`config.mk`:
```
export PLATFORM = sky130hd
export DESIGN_NAME = execute_stage_p
export DESIGN_NICKNAME = d
export VERILOG_FILES = /design/src/rtl/exec_pkg.sv /design/src/rtl/exec_alu_p.sv /design/src/rtl/execute_stage_p.sv
export SDC_FILE = /design/constraint.sdc
export NUM_CORES = 1
export LEC_CHECK = 0
export ABC_CLOCK_PERIOD_IN_PS = 2700
export BUFFER_PORTS_ARGS = -buffer_cell sky130_fd_sc_hd__buf_2
export CORE_UTILIZATION = 51
export DETAILED_ROUTE_END_ITERATION = 10
export PLACE_DENSITY = 0.77
export SETUP_SLACK_MARGIN = 0.2
export SLEW_MARGIN = 15
export SYNTH_ARGS = -nofsm -noshare
export SYNTH_HDL_FRONTEND = slang
export SYNTH_SLANG_ARGS = --single-unit
```
`constraint.sdc`:
```
create_clock -name clk -period 2.7 [get_ports clk]
set_input_delay 0.27 -clock clk [delete_from_list [all_inputs] [get_ports clk]]
set_output_delay 0.27 -clock clk [all_outputs]
set_load 0.02 [all_outputs]
```
`src/rtl/exec_pkg.sv`:
```
// Shared encodings for the execute stage: ALU operations, branch conditions,
// FSM states and default widths.
package exec_pkg;

    localparam int EXEC_DATA_W = 16;
    localparam int EXEC_CTRL_W = 3;

    typedef enum logic [3:0] {
        OP_ADD   = 4'd0,
        OP_AND   = 4'd1,
        OP_OR    = 4'd2,
        OP_XOR   = 4'd3,
        OP_SLL   = 4'd4,
        OP_SRL   = 4'd5,
        OP_SRA   = 4'd6,
        OP_PASSB = 4'd7,
        OP_SEQ   = 4'd8,
        OP_SLT   = 4'd9,
        OP_SLE   = 4'd10,
        OP_SCO   = 4'd11
    } oper_e;

    typedef enum logic [2:0] {
        BR_NONE = 3'd0,
        BR_EQZ  = 3'd1,
        BR_NEZ  = 3'd2,
        BR_LTZ  = 3'd3,
        BR_GEZ  = 3'd4
    } brch_e;

    typedef enum logic {
        S_RUN = 1'b0,
        S_MUL = 1'b1
    } state_e;

    // Branch condition on operand A compared against zero.
    function automatic logic br_cond(input logic [2:0] code, input logic is_zero,
                                     input logic is_neg);
        logic r;
        case (code)
            BR_EQZ:  r = is_zero;
            BR_NEZ:  r = !is_zero;
            BR_LTZ:  r = is_neg;
            BR_GEZ:  r = !is_neg;
            default: r = 1'b0;
        endcase
        return r;
    endfunction

endpackage

```
`src/rtl/exec_alu_p.sv`:
```
// Combinational ALU for the execute stage; optional operand inversion and
// carry-in let the decoder build SUB/NEG/NOT from ADD/PASSB.
module exec_alu_p
    import exec_pkg::*;
#(
    parameter int DATA_W = EXEC_DATA_W
) (
    input  logic [DATA_W-1:0] a,
    input  logic [DATA_W-1:0] b,
    input  logic [3:0]        oper,
    input  logic              inv_a,
    input  logic              inv_b,
    input  logic              cin,
    input  logic              alu_sign,
    output logic [DATA_W-1:0] out,
    output logic              zf,
    output logic              sf,
    output logic              of,
    output logic              cf
);

    localparam int SH_W = $clog2(DATA_W);

    logic [DATA_W-1:0] a_x;
    logic [DATA_W-1:0] b_x;
    logic [DATA_W:0]   sum;
    logic [SH_W-1:0]   sh;
    logic              lt;
    logic              eq;

    always_comb begin
        a_x = inv_a ? ~a : a;
        b_x = inv_b ? ~b : b;
        sum = {1'b0, a_x} + {1'b0, b_x} + {{DATA_W{1'b0}}, cin};
        cf  = sum[DATA_W];
        of  = (a_x[DATA_W-1] == b_x[DATA_W-1]) && (sum[DATA_W-1] != a_x[DATA_W-1]);
        lt  = alu_sign ? ($signed(a_x) < $signed(b_x)) : (a_x < b_x);
        eq  = (a_x == b_x);
        sh  = b_x[SH_W-1:0];
        out = '0;
        case (oper)
            OP_ADD:   out = sum[DATA_W-1:0];
            OP_AND:   out = a_x & b_x;
            OP_OR:    out = a_x | b_x;
            OP_XOR:   out = a_x ^ b_x;
            OP_SLL:   out = a_x << sh;
            OP_SRL:   out = a_x >> sh;
            OP_SRA:   out = DATA_W'($signed(a_x) >>> sh);
            OP_PASSB: out = b_x;
            OP_SEQ:   out = {{(DATA_W-1){1'b0}}, eq};
            OP_SLT:   out = {{(DATA_W-1){1'b0}}, lt};
            OP_SLE:   out = {{(DATA_W-1){1'b0}}, lt | eq};
            OP_SCO:   out = {{(DATA_W-1){1'b0}}, cf};
            default:  out = '0;
        endcase
        zf = (out == '0);
        sf = out[DATA_W-1];
    end

endmodule

```
`src/rtl/execute_stage_p.sv`:
```
// Execute stage: ALU, branch resolution, shift-add multiplier and an elastic
// EX/MEM output register with valid/ready on both sides.
//   state | meaning
//   S_RUN | accepting ALU ops / starting multiplies
//   S_MUL | iterating shift-add; final step writes the output register
module execute_stage_p
    import exec_pkg::*;
#(
    parameter int DATA_W = EXEC_DATA_W,
    parameter int CTRL_W = EXEC_CTRL_W,
    parameter int MUL_EN = 1
) (
    input  logic              clk,
    input  logic              rst,
    input  logic              in_valid,
    output logic              in_ready,
    input  logic [DATA_W-1:0] rs_data,
    input  logic [DATA_W-1:0] rt_data,
    input  logic [DATA_W-1:0] imm,
    input  logic              b_src,
    input  logic [DATA_W-1:0] pc,
    input  logic [DATA_W-1:0] br_off,
    input  logic [3:0]        oper,
    input  logic              inv_a,
    input  logic              inv_b,
    input  logic              cin,
    input  logic              alu_sign,
    input  logic              alu_jmp,
    input  logic [2:0]        brch,
    input  logic              halt_n,
    input  logic              mul_op,
    input  logic [CTRL_W-1:0] ctrl_in,
    input  logic              flush,
    output logic              out_valid,
    input  logic              out_ready,
    output logic [DATA_W-1:0] alu_out,
    output logic [DATA_W-1:0] pc_next,
    output logic [CTRL_W-1:0] ctrl_out,
    output logic              redirect
);

    localparam int              CNT_W    = $clog2(DATA_W) + 1;
    localparam logic [CNT_W-1:0] CNT_LAST = CNT_W'(DATA_W - 1);

    state_e            state_q, state_d;
    logic [CNT_W-1:0]  cnt_q, cnt_d;
    logic [DATA_W-1:0] mul_a_q, mul_a_d, mul_b_q, mul_b_d, acc_q, acc_d;
    logic [DATA_W-1:0] mul_pc_q, mul_pc_d;
    logic [CTRL_W-1:0] mul_ctrl_q, mul_ctrl_d;
    logic              out_valid_q, out_valid_d;
    logic [DATA_W-1:0] alu_out_q, alu_out_d, pc_next_q, pc_next_d;
    logic [CTRL_W-1:0] ctrl_q, ctrl_d;
    logic              redir_q, redir_d;

    logic [DATA_W-1:0] opb, alu_res, npc, acc_nxt;
    logic              zf, sf, of, cf, alu_flags_unused;
    logic              taken, out_free, accept, is_mul, mul_last;

    exec_alu_p #(.DATA_W(DATA_W)) u_alu (
        .a(rs_data), .b(opb), .oper(oper), .inv_a(inv_a), .inv_b(inv_b), .cin(cin),
        .alu_sign(alu_sign), .out(alu_res), .zf(zf), .sf(sf), .of(of), .cf(cf)
    );

    assign alu_flags_unused = ^{zf, sf, of, cf};

    always_comb begin
        opb      = b_src ? imm : rt_data;
        taken    = halt_n & br_cond(brch, rs_data == '0, rs_data[DATA_W-1]);
        npc      = alu_jmp ? alu_res : (taken ? pc + br_off : pc);
        out_free = !out_valid_q || out_ready;
        in_ready = (state_q == S_RUN) && !flush && out_free;
        accept   = in_valid && in_ready;
        is_mul   = (MUL_EN != 0) && mul_op;
        mul_last = (state_q == S_MUL) && (cnt_q == CNT_LAST);
        acc_nxt  = acc_q + (mul_b_q[0] ? mul_a_q : '0);

        state_d     = state_q;
        cnt_d       = cnt_q;
        mul_a_d     = mul_a_q;
        mul_b_d     = mul_b_q;
        acc_d       = acc_q;
        mul_pc_d    = mul_pc_q;
        mul_ctrl_d  = mul_ctrl_q;
        out_valid_d = out_valid_q && !out_ready;
        alu_out_d   = alu_out_q;
        pc_next_d   = pc_next_q;
        ctrl_d      = ctrl_q;
        redir_d     = redir_q;

        case (state_q)
            S_RUN: begin
                if (accept && is_mul) begin
                    mul_a_d    = rs_data;
                    mul_b_d    = opb;
                    acc_d      = '0;
                    cnt_d      = '0;
                    mul_pc_d   = pc;
                    mul_ctrl_d = ctrl_in;
                    state_d    = S_MUL;
                end else if (accept) begin
                    out_valid_d = 1'b1;
                    alu_out_d   = alu_res;
                    pc_next_d   = npc;
                    ctrl_d      = ctrl_in;
                    redir_d     = taken | alu_jmp;
                end
            end
            S_MUL: begin
                // The last iteration's sum goes straight to the output register,
                // so the count holds at CNT_LAST while MUL waits for a free slot.
                if (!mul_last) begin
                    acc_d   = acc_nxt;
                    mul_a_d = mul_a_q << 1;
                    mul_b_d = mul_b_q >> 1;
                    cnt_d   = cnt_q + CNT_W'(1);
                end else if (out_free) begin
                    out_valid_d = 1'b1;
                    alu_out_d   = acc_nxt;
                    pc_next_d   = mul_pc_q;
                    ctrl_d      = mul_ctrl_q;
                    redir_d     = 1'b0;
                    cnt_d       = '0;
                    state_d     = S_RUN;
                end
            end
            default: state_d = S_RUN;
        endcase

        if (flush) begin
            out_valid_d = 1'b0;
            state_d     = S_RUN;
            cnt_d       = '0;
        end
    end

    always_ff @(posedge clk or negedge rst) begin
        if (!rst) begin
            state_q     <= S_RUN;
            cnt_q       <= '0;
            mul_a_q     <= '0;
            mul_b_q     <= '0;
            acc_q       <= '0;
            mul_pc_q    <= '0;
            mul_ctrl_q  <= '0;
            out_valid_q <= 1'b0;
            alu_out_q   <= '0;
            pc_next_q   <= '0;
            ctrl_q      <= '0;
            redir_q     <= 1'b0;
        end else begin
            state_q     <= state_d;
            cnt_q       <= cnt_d;
            mul_a_q     <= mul_a_d;
            mul_b_q     <= mul_b_d;
            acc_q       <= acc_d;
            mul_pc_q    <= mul_pc_d;
            mul_ctrl_q  <= mul_ctrl_d;
            out_valid_q <= out_valid_d;
            alu_out_q   <= alu_out_d;
            pc_next_q   <= pc_next_d;
            ctrl_q      <= ctrl_d;
            redir_q     <= redir_d;
        end
    end

    assign out_valid = out_valid_q;
    assign alu_out   = alu_out_q;
    assign pc_next   = pc_next_q;
    assign ctrl_out  = ctrl_q;
    assign redirect  = redir_q & out_valid_q;

endmodule

```
# Yosys cells after proc, flatten, opt, wreduce, memory -nomap -nowiden
# Index checks and enable logic that the tools add are counted.
# totals
register_bits,110
word_cells,129
# op_classes
n_mux,54
magnitude_cmp,2
n_bitwise,10
eq_ne,25
add_sub_neg,5
shift,3
reduce_logical,18
# op_table
cell,count
2-to-1 mux 16 bit,20
one-hot mux 16 bit (12 select lines),1
one-hot mux 16 bit (2 select lines),5
adder 16 bit,2
< comparator 16 bit,2
inverter 16 bit,2
2-to-1 mux 5 bit,4
adder 16 x 16 -> 17 bit,1
adder 17 x 1 -> 17 bit,1
AND 16 bit,1
equality test 16 bit,1
"equality test 4 x 3 -> 1 bit, second input constant",4
"equality test 4 bit, second input constant",4
zero test 16 bit,1
OR 16 bit,1
left shift 16 x 4 -> 16 bit,1
>> shifter 16 x 4 -> 16 bit,1
>>> shifter 16 x 4 -> 16 bit,1
bitwise XOR 16 bit,1
2-to-1 mux 1 bit,14
2-to-1 mux 3 bit,4
one-hot mux 5 bit (2 select lines),1
"equality test 4 x 2 -> 1 bit, second input constant",2
"equality test 3 x 2 -> 1 bit, second input constant",2
other kinds (21),40

# Depth between registers and ports, before layout
# Gate-level depths: netlist (run 1).
# logic_depth
ltp_word,11
ltp_mapped,16
ltp_nobuf,13

# By module
# From an unflattened synthesis (run 1), not the netlist that was laid out.
# hier_totals
hier_cells,1413
area_unflattened_um2,11292.1
# by_module_without_submodules
mod,area_each_um2,n_inst,seq_area_each_um2,cells_per_inst
execute_stage_p,6765.2,1,2752.6,732
exec_alu_p,4526.8,1,0.0,681

# Worst setup path before layout (run 1)
# Ideal clock, no wire load.
# synth_timing
path_kind,input-to-reg
start,input port b_src
end,"register pc_next_q[0], in the netlist pc_next[0]"
setup_time_ps,66
path_buffers,3
path_stages,15
path_slack_ps,-999
t_required_ps,2634
arrival_time_ps,3633
path_cell_list,buf_6 mux2i_1 xor2_1 clkbuf_1 clkbuf_1 ha_1 nand2b_1 o311ai_1 a21boi_0 o211ai_1 a211o_1 o21bai_1 or4b_1 a41oi_1 a221o_1
# synth_between
elab_chain_cells,11
# synth_rtl
element,line_no,source
start: declaration,execute_stage_p.sv:20,"input logic b_src,"
2-to-1 mux 16 bit (*),execute_stage_p.sv:67,opb = b_src ? imm : rt_data;
inverter 16 bit,exec_alu_p.sv:33,b_x = inv_b ? ~b : b;
2-to-1 mux 16 bit (*),exec_alu_p.sv:33,
branches (longest 3 deep; another with adder 16 x 16 -> 17 bit),-,
one-hot mux 16 bit (12 select lines) (*),exec_alu_p.sv:41,case (oper)
2-to-1 mux 16 bit (*),execute_stage_p.sv:69,npc = alu_jmp ? alu_res : (taken ? pc + br_off : pc);
2-to-1 mux 16 bit (*),execute_stage_p.sv:100,end else if (accept) begin
2-to-1 mux 16 bit (*),execute_stage_p.sv:92,if (accept && is_mul) begin
one-hot mux 16 bit (2 select lines) (*),execute_stage_p.sv:90,case (state_q)
end signal: assignment,execute_stage_p.sv:160,pc_next_q <= pc_next_d;
end: declaration,execute_stage_p.sv:51,"logic [DATA_W-1:0] alu_out_q, alu_out_d, pc_next_q, pc_next_d;"
# Every way passes the cells marked *. The select of a mux whose other input is x is not followed.
# A chain may end at the register's enable or synchronous reset.

# Worst setup path after layout (run 1)
# layout_timing
start,input port inv_a
end,"register pc_next_q[0], in the netlist pc_next[0]"
# layout_between
elab_chain_cells,9
# layout_rtl
element,line_no,source
start: declaration,execute_stage_p.sv:24,"input logic inv_a,"
2-to-1 mux 16 bit (*),exec_alu_p.sv:32,a_x = inv_a ? ~a : a;
branches (longest 3 deep; another with adder 16 x 16 -> 17 bit),-,
one-hot mux 16 bit (12 select lines) (*),exec_alu_p.sv:41,
2-to-1 mux 16 bit (*),execute_stage_p.sv:69,
2-to-1 mux 16 bit (*),execute_stage_p.sv:100,
2-to-1 mux 16 bit (*),execute_stage_p.sv:92,
one-hot mux 16 bit (2 select lines) (*),execute_stage_p.sv:90,
# Marked as above.

==> metrics, run 1 <==
clk sinks=110; Antenna Nets Post-Route=0; Placed Area=13,680 µm²; Core Footprint=20,430 µm²; leak pwr=0.007289 µW; sequential share of the synthesized area=25.72%; Core Rows=52; share of cells above drive strength 1=40.39%; library cells used by synthesis=83; ys async rst share=100.0%; initial antenna violation count=1; vias in the first global route=11,830; worst min path class=input port to register; post-detail-place hpwl=34,560 µm; CP Launch Type=input port; EDFF count, synth=0; synthesis-to-finish area growth=45.61%; Max Clk Rate=0.3248 GHz; clock root cell=clkbuf_16; Routed wire per std cell=23.50 µm; total track usage=42.25%; status=finished with violations; via count=12,290; Bufs on Longest Clock Path=2; Max-slew headroom=42.33%; clk_skew=0.01940 ns; Post-Syn Area=10,700 µm²; num ports=141; Pins Over Slew Limit=0; WL final=46,570 µm; final setup violation count=30; hold depth=3; first-pass GRT wire length=68,460 µm; RSZ-0062 raised after global routing=true; Critical R2R Capture=alu_out[14]; Die Ht=146.9 µm; Finished Core Util=76.29%; fin nets=1,893; clk_lat worst skew=0.38 ns; Warnings, synthesis=0; Hold Slack=0.1128 ns; final instance area=15,590 µm²; Max-Cap Viols=0; Starting Density=52.39%; die width=146.9 µm; Final Hold Fails=0; Worst R2R Start=mul_a_q[0]; worst hold start=ctrl_in[2]; critical path peak fanout=5; RD Place Congestion=1.052; # port buffers=140; Synth Area per Inst=8.228 µm²; Crit path arrival time=3.38 ns; FF+latch count, synth=110; predominant post-synthesis flop cell=dfrtp_1; CTS clk-pin slew, worst paths=0.08 ns; GR Overflow Total=0; R2R setup slack=-0.36 ns; WS Path Type=input port to register; reg2reg path depth=12; vias per cell=6.201; worst setup slack after layout=-0.3790 ns; CTS tree=built; CTS buffer count=9; CP Capture Type=register; Slew @ Worst Pin=0.8539 ns; fin crit share=114.0%; pin count of the biggest net entering global routing=93; final worst path period need=3.079 ns; Mapped Nets=1,488; violated checks=negative setup slack; setup TNS=-5.717 ns; H-Tree Depth=3; DRC=0; die area=21,570 µm²; cell area power density=541.9 nW/µm²; Syn Inst Count=1,301; worst hold path endpoint=mul_ctrl_q[2]; drt pass-1 iters=7; initial DRC count=1,144; Worst EP required=3.00 ns; Peak VDD IR=444.3 µV
logic make-up (layout without fill, tap and decap cells):
logic type	Yosys count	after routing	share of synthesized area, %
AOI/OAI and AO/OA	394	394	23.41
muxes	91	91	11.95
buffers and inverters	128	538	5.202
xor gates and xnor gates	60	60	5.330
DFF	110	110	25.72
other	0	1	0
adders and majority gates	84	84	10.10
and+or+nand+nor	434	434	18.29
metrics by stage:
| stage | setup slack, ns | power [µW] | instances |
|---|---|---|---|
| after floorplan | -0.7116 | 4524 | 1301 |
| after detailed placement | -0.9836 | 6221 | 1912 |
| after global routing | -0.4242 | 8818 | 1981 |
| final | -0.3790 | 8447 | 1982 |
| after CTS | -0.3114 | 8038 | 1961 |
| after global placement | -0.8885 | 6145 | 1912 |
report_power, final:
part | switching (µW) | internal, µW
combinational | 2610 | 2150
clock | 724 | 657
sequential | 280 | 2030
total | 3610 | 4830
layout by cell type, fill, tap and decap left out, types with 24 or more instances in the layout:
master and instances:
buf_6 24, ha_1 63, nand2_1 223, buf_2 137
buf_4 284, inv_1 51, o21ai_0 110, mux2i_1 37
a21oi_1 64, mux4_2 25, dfrtp_1 109, nor2_1 71
worst max-delay path, stage by stage:
cell,delay [ns]
buf_8,0.10
buf_4,0.14
xor2_2,0.53
ha_4,0.31
nor2b_4,0.14
o311ai_4,0.10
a21boi_2,0.22
o211ai_1,0.16
a211o_1,0.35
o21bai_1,0.20
or4b_4,0.51
a41oi_2,0.17
a221o_1,0.16
cells in the mapped netlist (6+ instances only):
| master | count | area [µm²] |
|---|---|---|
| o22ai_1 | 17 | 106.4 |
| clkbuf_1 | 51 | 191.4 |
| mux2_2 | 11 | 123.9 |
| inv_1 | 52 | 195.2 |
| o21ai_1 | 8 | 40.04 |
| o211ai_1 | 13 | 97.59 |
| nand2b_1 | 18 | 112.6 |
| buf_1 | 7 | 26.28 |
| and3_1 | 7 | 43.79 |
| a21oi_1 | 80 | 400.4 |
| o221ai_1 | 13 | 113.9 |
| a221oi_1 | 6 | 52.55 |
| and2_1 | 21 | 131.4 |
| nor3_1 | 16 | 80.08 |
| nand4_1 | 6 | 37.54 |
| o31ai_1 | 12 | 90.09 |
| ha_1 | 80 | 1001 |
| mux4_2 | 25 | 563.0 |
| mux2i_1 | 51 | 510.5 |
| nor4_1 | 7 | 43.79 |
| a21o_1 | 12 | 90.09 |
| o21ai_0 | 133 | 665.6 |
| nor2b_1 | 10 | 62.56 |
| o21a_1 | 10 | 75.07 |
| xor2_1 | 37 | 324.1 |
| a221o_1 | 6 | 60.06 |
| a31oi_1 | 9 | 56.30 |
| dfrtp_1 | 110 | 2753 |
| nor2_1 | 75 | 281.5 |
| xnor2_1 | 20 | 175.2 |
| a211oi_1 | 16 | 120.1 |
| nand2_1 | 229 | 859.6 |
| o21bai_1 | 8 | 60.06 |
| nand3_1 | 17 | 85.08 |
area by class of cell:
type | instances | area (µm²)
Clock buffer | 9 | 225.2
Fill cell | 1445 | 4843
Clock inverter | 7 | 77.57
Tap cell | 270 | 337.8
Multi-Input combinational cell | 1063 | 8466
Antenna cell | 1 | 2.502
Timing Repair Buffer | 466 | 3506
Sequential cell | 110 | 2754
Inverter | 56 | 217.7
what timing repair did:
action / in CTS / in global routing
endpoints found under the setup margin: 39 / 58
hold endpoints to repair: 42 / 0
gates cloned: 2 / 0
setup buffers: 30 / 20
hold buffers: 1 / 0
pin swaps: 64 / 61
resized for setup: 141 / 87
worst max path at each step:
stage,start,slack [ns],endpoint,cells past startpoint
global route,b_src,-0.42,alu_out[0],14
CTS,inv_a,-0.31,pc_next[14],16
finish,inv_a,-0.38,pc_next[0],13
detailed placement,b_src,-0.98,pc_next[14],15
global placement,b_src,-0.89,pc_next[0],15
floorplan,b_src,-0.71,pc_next[0],15
routing by layer:
layer	up-vias	global-route usage (%)	share of wire [%]
met5	-	0	0
met4	0	16.41	4.2
met3	130	12.02	11
met2	758	66.75	46
met1	5902	54.67	39
li1	5501	-	-
registers in the layout, summed over array words and instances, names as in the netlist:
signal / count
cnt_q: 5
out_valid: 1
state_q: 1
mul_pc_q: 16
alu_out: 16
acc_q: 16
redir_q: 1
mul_b_q: 16
ctrl_out: 3
pc_next: 16
mul_ctrl_q: 3
mul_a_q: 16
No activity file was read; power rests on OpenSTA's default activity.
==> run 2: changes to the inputs <==
- MAX_ROUTING_LAYER: unset -> met4
==> metrics, run 2 (same netlist as run 1, synthesis figures left out) <==
Slew @ Worst Pin=0.7771 ns (-0.07687 ns); synthesis-to-finish area growth=45.59% (about the same); first-pass GRT wire length=68,340 µm (-0.17%); initial antenna violation count=0 (-1); CP cell instances=buf_12, mux2i_4, xnor2_4, fa_2, fa_2, nor2b_4, o311ai_4, a21boi_2, o211ai_1, a211o_1, o21bai_2, or4b_4, a41oi_2, a221o_1; CTS clk-pin slew, worst paths=0.08 ns (about the same); die area=21,570 µm² (unchanged); Critical Path Slowest Stage Cell=or4b_4; WS Path Type=input port to register; H-Tree Depth=3 (unchanged); Core Footprint=20,430 µm² (unchanged); clock root cell=clkbuf_16; via count=12,440 (+1.2%); most common cell after layout, fill and taps aside=buf_4; Critical R2R Capture=alu_out[14]; Seq. cell area=2754 µm² (unchanged); worst setup slack after layout=-0.3076 ns (+0.07133 ns); total track usage=42.86% (+0.60 points); status=finished with violations; initial DRC count=1,285 (+12%); die width=146.9 µm (unchanged); R2R setup slack=-0.18 ns (+0.18 ns); n_diodes=0 (-1); final worst path period need=3.008 ns (-0.07133 ns); total power=8566 µW (+1.4%); clk sinks=110 (unchanged); share of cells above drive strength 1=40.39% (about the same); worst min path class=input port to register; Final Hold Fails=0 (unchanged); Die Ht=146.9 µm (unchanged); Worst EP required=3.00 ns (about the same); cell area power density=549.7 nW/µm² (+1.4%); commonest cells after routing, fill and taps aside=buf_4 (280), nand2_1 (223), buf_2 (136); CP Capture Type=register; clk_skew=0.007334 ns (-0.01207 ns); start point of the critical path=b_src; num ports=141 (unchanged); CP most frequent cell=fa_2; clk_lat worst skew=0.37 ns (about the same); # port buffers=140 (unchanged); Antenna Nets Post-Route=0 (unchanged); post-detail-place hpwl=33,710 µm (-2.4%); Max Clk Rate=0.3325 GHz (+2.4%); GR Overflow Total=0 (unchanged); Starting Density=52.39% (unchanged); WL final=46,470 µm (-0.21%); vias in the first global route=11,790 (-0.41%); reg2reg path depth=12 (unchanged); Bufs on Longest Clock Path=2 (unchanged); Peak VDD IR=388.7 µV (-13%); Routed wire per std cell=23.52 µm (about the same); pin count of the biggest net entering global routing=93 (unchanged); CTS buffer count=9 (unchanged); leak pwr=0.007274 µW (-0.20%); Max-Cap Viols=0 (unchanged); Place WS=-0.9178 ns (+0.06581 ns); violated checks=negative setup slack; DRC=0 (unchanged); CP peak stage delay=0.49 ns (-0.04 ns); Core Rows=52 (unchanged); CTS tree=built; Max-slew headroom=47.52% (+5.2 points); Multi-input gate area=8478 µm² (+0.15%); critical path peak fanout=3 (-2); Crit path arrival time=3.30 ns (-0.08 ns); Setup crit end=pc_next[0]; RD Place Congestion=1.051 (about the same); Pins Over Slew Limit=0 (unchanged); fin crit share=111.4% (-2.6 points); drt pass-1 iters=6 (-1); vias per cell=6.296 (+1.5%); fin nets=1,888 (-0.26%); CP Launch Type=input port; RSZ-0062 raised after global routing=true; final setup violation count=26 (-13%); Worst R2R Start=mul_b_q[0]; FILL cells=1,468 (+1.6%)
-- run 2: worst min-delay path by stage --
stage,start,to,slack (ns),cells past startpoint
after detailed placement,rst,mul_a_q[3],0.24,1
final,ctrl_in[2],mul_ctrl_q[2],0.12,3
after global routing,ctrl_in[2],mul_ctrl_q[2],0.12,3
after global placement,rst,mul_a_q[5],0.23,1
after floorplan,rst,acc_q[0],-0.03,0
after CTS,ctrl_in[0],mul_ctrl_q[0],0.11,3
-- run 2: layer usage --
layer | up-vias | part of all wire, % | track usage [%]
met2 | 792 | 45 | 65.66
met4 | 0 | 3.6 | 14.69
met5 | - | 0 | -
met1 | 6031 | 41 | 56.81
met3 | 124 | 11 | 8.012
li1 | 5493 | - | -
-- run 2: area by class of cell --
type	count	share of cell area, %
inverter	56	1.517
clock buffer	10	1.469
multi-input combinational	1063	54.40
clock inverter	6	0.5941
timing repair buffer	461	22.18
sequential	110	17.67
tap	270	2.168
-- run 2: worst max-delay path: cells and delay by family --
kind,cells,cell delay (ns)
buffers and inverters,1,0.09
AOI/OAI and AO/OA,7,1.35
xor gates and xnor gates,1,0.15
muxes,1,0.29
and+or+nand+nor,2,0.68
adders and majority gates,2,0.45
-- run 2: per-stage QoR --
step	util, %	cell area, µm²	setup TNS, ns	std cells	hold slack (ns)
after floorplan	-	10880	-10.25	1301	-0.02559
after global placement	66.60	13610	-18.29	1900	0.2313
after detailed placement	66.60	13610	-20.32	1900	0.2368
after CTS	72.89	14890	-2.461	1948	0.1089
after global routing	76.28	15580	-6.629	1976	0.1169
final	76.28	15580	-3.838	1976	0.1154
-- run 2: timing repair --
item / 4_1_cts / 5_1_grt
gates cloned: 0 / 3
endpoints found under the setup margin: 39 / 42
setup buffers: 31 / 25
hold buffers: 1 / 0
pin swaps: 62 / 53
endpoints found under the hold margin: 30 / 0
resized for setup: 135 / 92
-- run 2: report_power, final --
part	total, µW	switching [µW]	internal [µW]
clock network	1460	709	751
registers	2330	304	2030
logic	4780	2620	2150
==> run 3: changes to the inputs <==
- ABC_CLOCK_PERIOD_IN_PS: 2700 -> 3600
- PLACE_DENSITY: 0.77 -> 0.74
- clock period: 2.7 -> 3.6 ns (I/O delays scaled with it)
==> metrics, run 3 (same netlist as run 1, synthesis figures left out) <==
status=finished clean; DRC=0 (unchanged); clk sinks=110 (unchanged); Logic pwr share=50.8% (-5.0 points); Post-CTS Hold Buffers=0 (-1); CTS tree=built; delay-heaviest family, CP=compound AO/OA/AOI/OAI gates; Setup Fix Bufs, Post-CTS=0 (-100%); reg2reg path depth=12 (unchanged); die width=146.9 µm (unchanged); Finished Core Util=64.55% (-12 points); Slew @ Worst Pin=0.8372 ns (+0.06011 ns); clock root cell=clkbuf_16; first-pass GRT wire length=61,530 µm (-10%); Die Ht=146.9 µm (unchanged); commonest cells after routing, fill and taps aside=nand2_1 (229), buf_4 (163), buf_2 (139); fin nets=1,733 (-8.2%); Reg power frac=30.7% (+3.5 points); WS Path Type=input port to register; CP peak stage delay=0.32 ns (-0.17 ns); Core Rows=52 (unchanged); R2R setup slack=0.36 ns (+0.54 ns); CP cell instances=buf_2, buf_6, buf_12, buf_4, mux2i_2, xnor2_1, ha_1, buf_4, mux2_2, nand2_1, o21ai_0, a22oi_1, o21ai_0, a311oi_1, o211ai_1, a222oi_1, o21ai_1; cell area power density=424.4 nW/µm² (-23%); RD Place Congestion=1.045 (-0.55%); share of cells above drive strength 1=26.50% (-14 points); clock power share=18.5% (+1.5 points); Peak VDD IR=335.5 µV (-14%); Starting Density=52.39% (unchanged); GR Overflow Total=0 (unchanged); worst min path class=input port to asynchronous set/reset pin; Placed Area=12,770 µm² (-6.1%); most common cell after layout, fill and taps aside=nand2_1; final worst path period need=3.260 ns; Sw Pwr=2393 µW (-34%); Core Footprint=20,430 µm² (unchanged); CTS buffer count=9 (unchanged); vias in the first global route=10,490 (-11%); fin crit share=90.55%; initial antenna violation count=0 (unchanged); n_diodes=0 (unchanged); Antenna Nets Post-Route=0 (unchanged); num ports=141 (unchanged); start point of the critical path=b_src; Critical R2R Capture=alu_out[14]; final setup violation count=0 (-100%); clk_skew=0.01434 ns (+0.007010 ns); CP Launch Type=input port; CP Capture Type=register; # port buffers=140 (unchanged); pin count of the biggest net entering global routing=111 (+19%); leak pwr=0.006221 µW (-14%); initial DRC count=1,045 (-19%); drt pass-1 iters=5 (-1); total track usage=38.77% (-4.1 points); Bufs and invs on worst path=5 (+4); switching share of power=42.77% (+0.30 points); vias per cell=6.170 (-2.0%); die area=21,570 µm² (unchanged); CTS clk-pin slew, worst paths=0.08 ns (about the same); Crit path arrival time=3.50 ns (+0.20 ns); synthesis-to-finish area growth=23.19%; critical path peak fanout=8 (+5); WL final=40,540 µm (-13%); Resized Gates After CTS=0 (-100%); Pins Over Slew Limit=0 (unchanged); Bufs on Longest Clock Path=2 (unchanged); Critical Path Slowest Stage Cell=a311oi_1; H-Tree Depth=3 (unchanged); final instance area=13,190 µm² (-15%); via count=11,240 (-9.7%); Worst R2R Start=mul_a_q[0]; Worst EP required=3.84 ns (+0.84 ns); Max-slew headroom=44.19% (-3.3 points); post-detail-place hpwl=32,060 µm (-4.9%); Routed wire per std cell=22.26 µm (-5.3%); P_int=3203 µW (-35%); Max-Cap Viols=0 (unchanged); Max Clk Rate=0.3068 GHz; clk_lat worst skew=0.37 ns (about the same); Final Hold Fails=0 (unchanged); RSZ-0062 raised after global routing=true
## run 3: worst register-to-register path, cell delays in order (launching register included)
cell      delay, ns
dfrtp_1        0.40
and2_1         0.17
ha_1           0.22
fa_1           0.48
a211oi_1       0.31
o21ai_0        0.20
nand3_1        0.17
a21oi_1        0.14
o311ai_2       0.29
nand2b_1       0.10
a21oi_1        0.19
xor2_1         0.27
o221ai_1       0.17
## run 3: through the flow
stage	TNS (ns)	setup WS (ns)	power, µW	hold WS, ns	std cells
after floorplan	0	0.09726	3368	0.06441	1301
after global placement	-0.08749	-0.03152	4448	0.4520	1805
after detailed placement	-0.5932	-0.1308	4476	0.4613	1805
after CTS	0	0.2586	5532	0.09787	1821
after global routing	0	0.1308	5906	0.08493	1821
final	0	0.3402	5596	0.02980	1821
## run 3: worst max-delay path by stage
| stage | end | slack (ns) | cells after the start |
|---|---|---|---|
| floorplan | pc_next[0] | 0.1 | 15 |
| global placement | pc_next[0] | -0.03 | 14 |
| detailed placement | pc_next[0] | -0.13 | 14 |
| CTS | pc_next[0] | 0.26 | 14 |
| global route | pc_next[0] | 0.13 | 17 |
| finish | pc_next[13] | 0.34 | 17 |
## run 3: layer usage
layer	track usage (%)	vias to the layer above	share of wire [%]
met4	12.14	0	3.1
met1	54.07	5432	44
li1	-	5189	-
met2	56.97	554	44
met5	-	-	0
met3	6.863	60	8.8
## run 3: final cells by class
class / instances / area, µm²
tap: 270 / 337.8
multi-input combinational: 1063 / 7574
sequential: 110 / 2754
fill: 1812 / 7243
clock buffer: 9 / 225.2
timing repair buffer: 306 / 1991
inverter: 56 / 215.2
clock inverter: 7 / 90.09
## run 3: power by group through the flow
stage | combinational [µW] | clock [µW] | sequential [µW]
after CTS | 2760 | 1060 | 1710
after global placement | 2720 | 0 | 1730
after detailed placement | 2740 | 0 | 1730
after floorplan | 1560 | 0 | 1810
after global routing | 3070 | 1090 | 1750
final | 2840 | 1040 | 1720
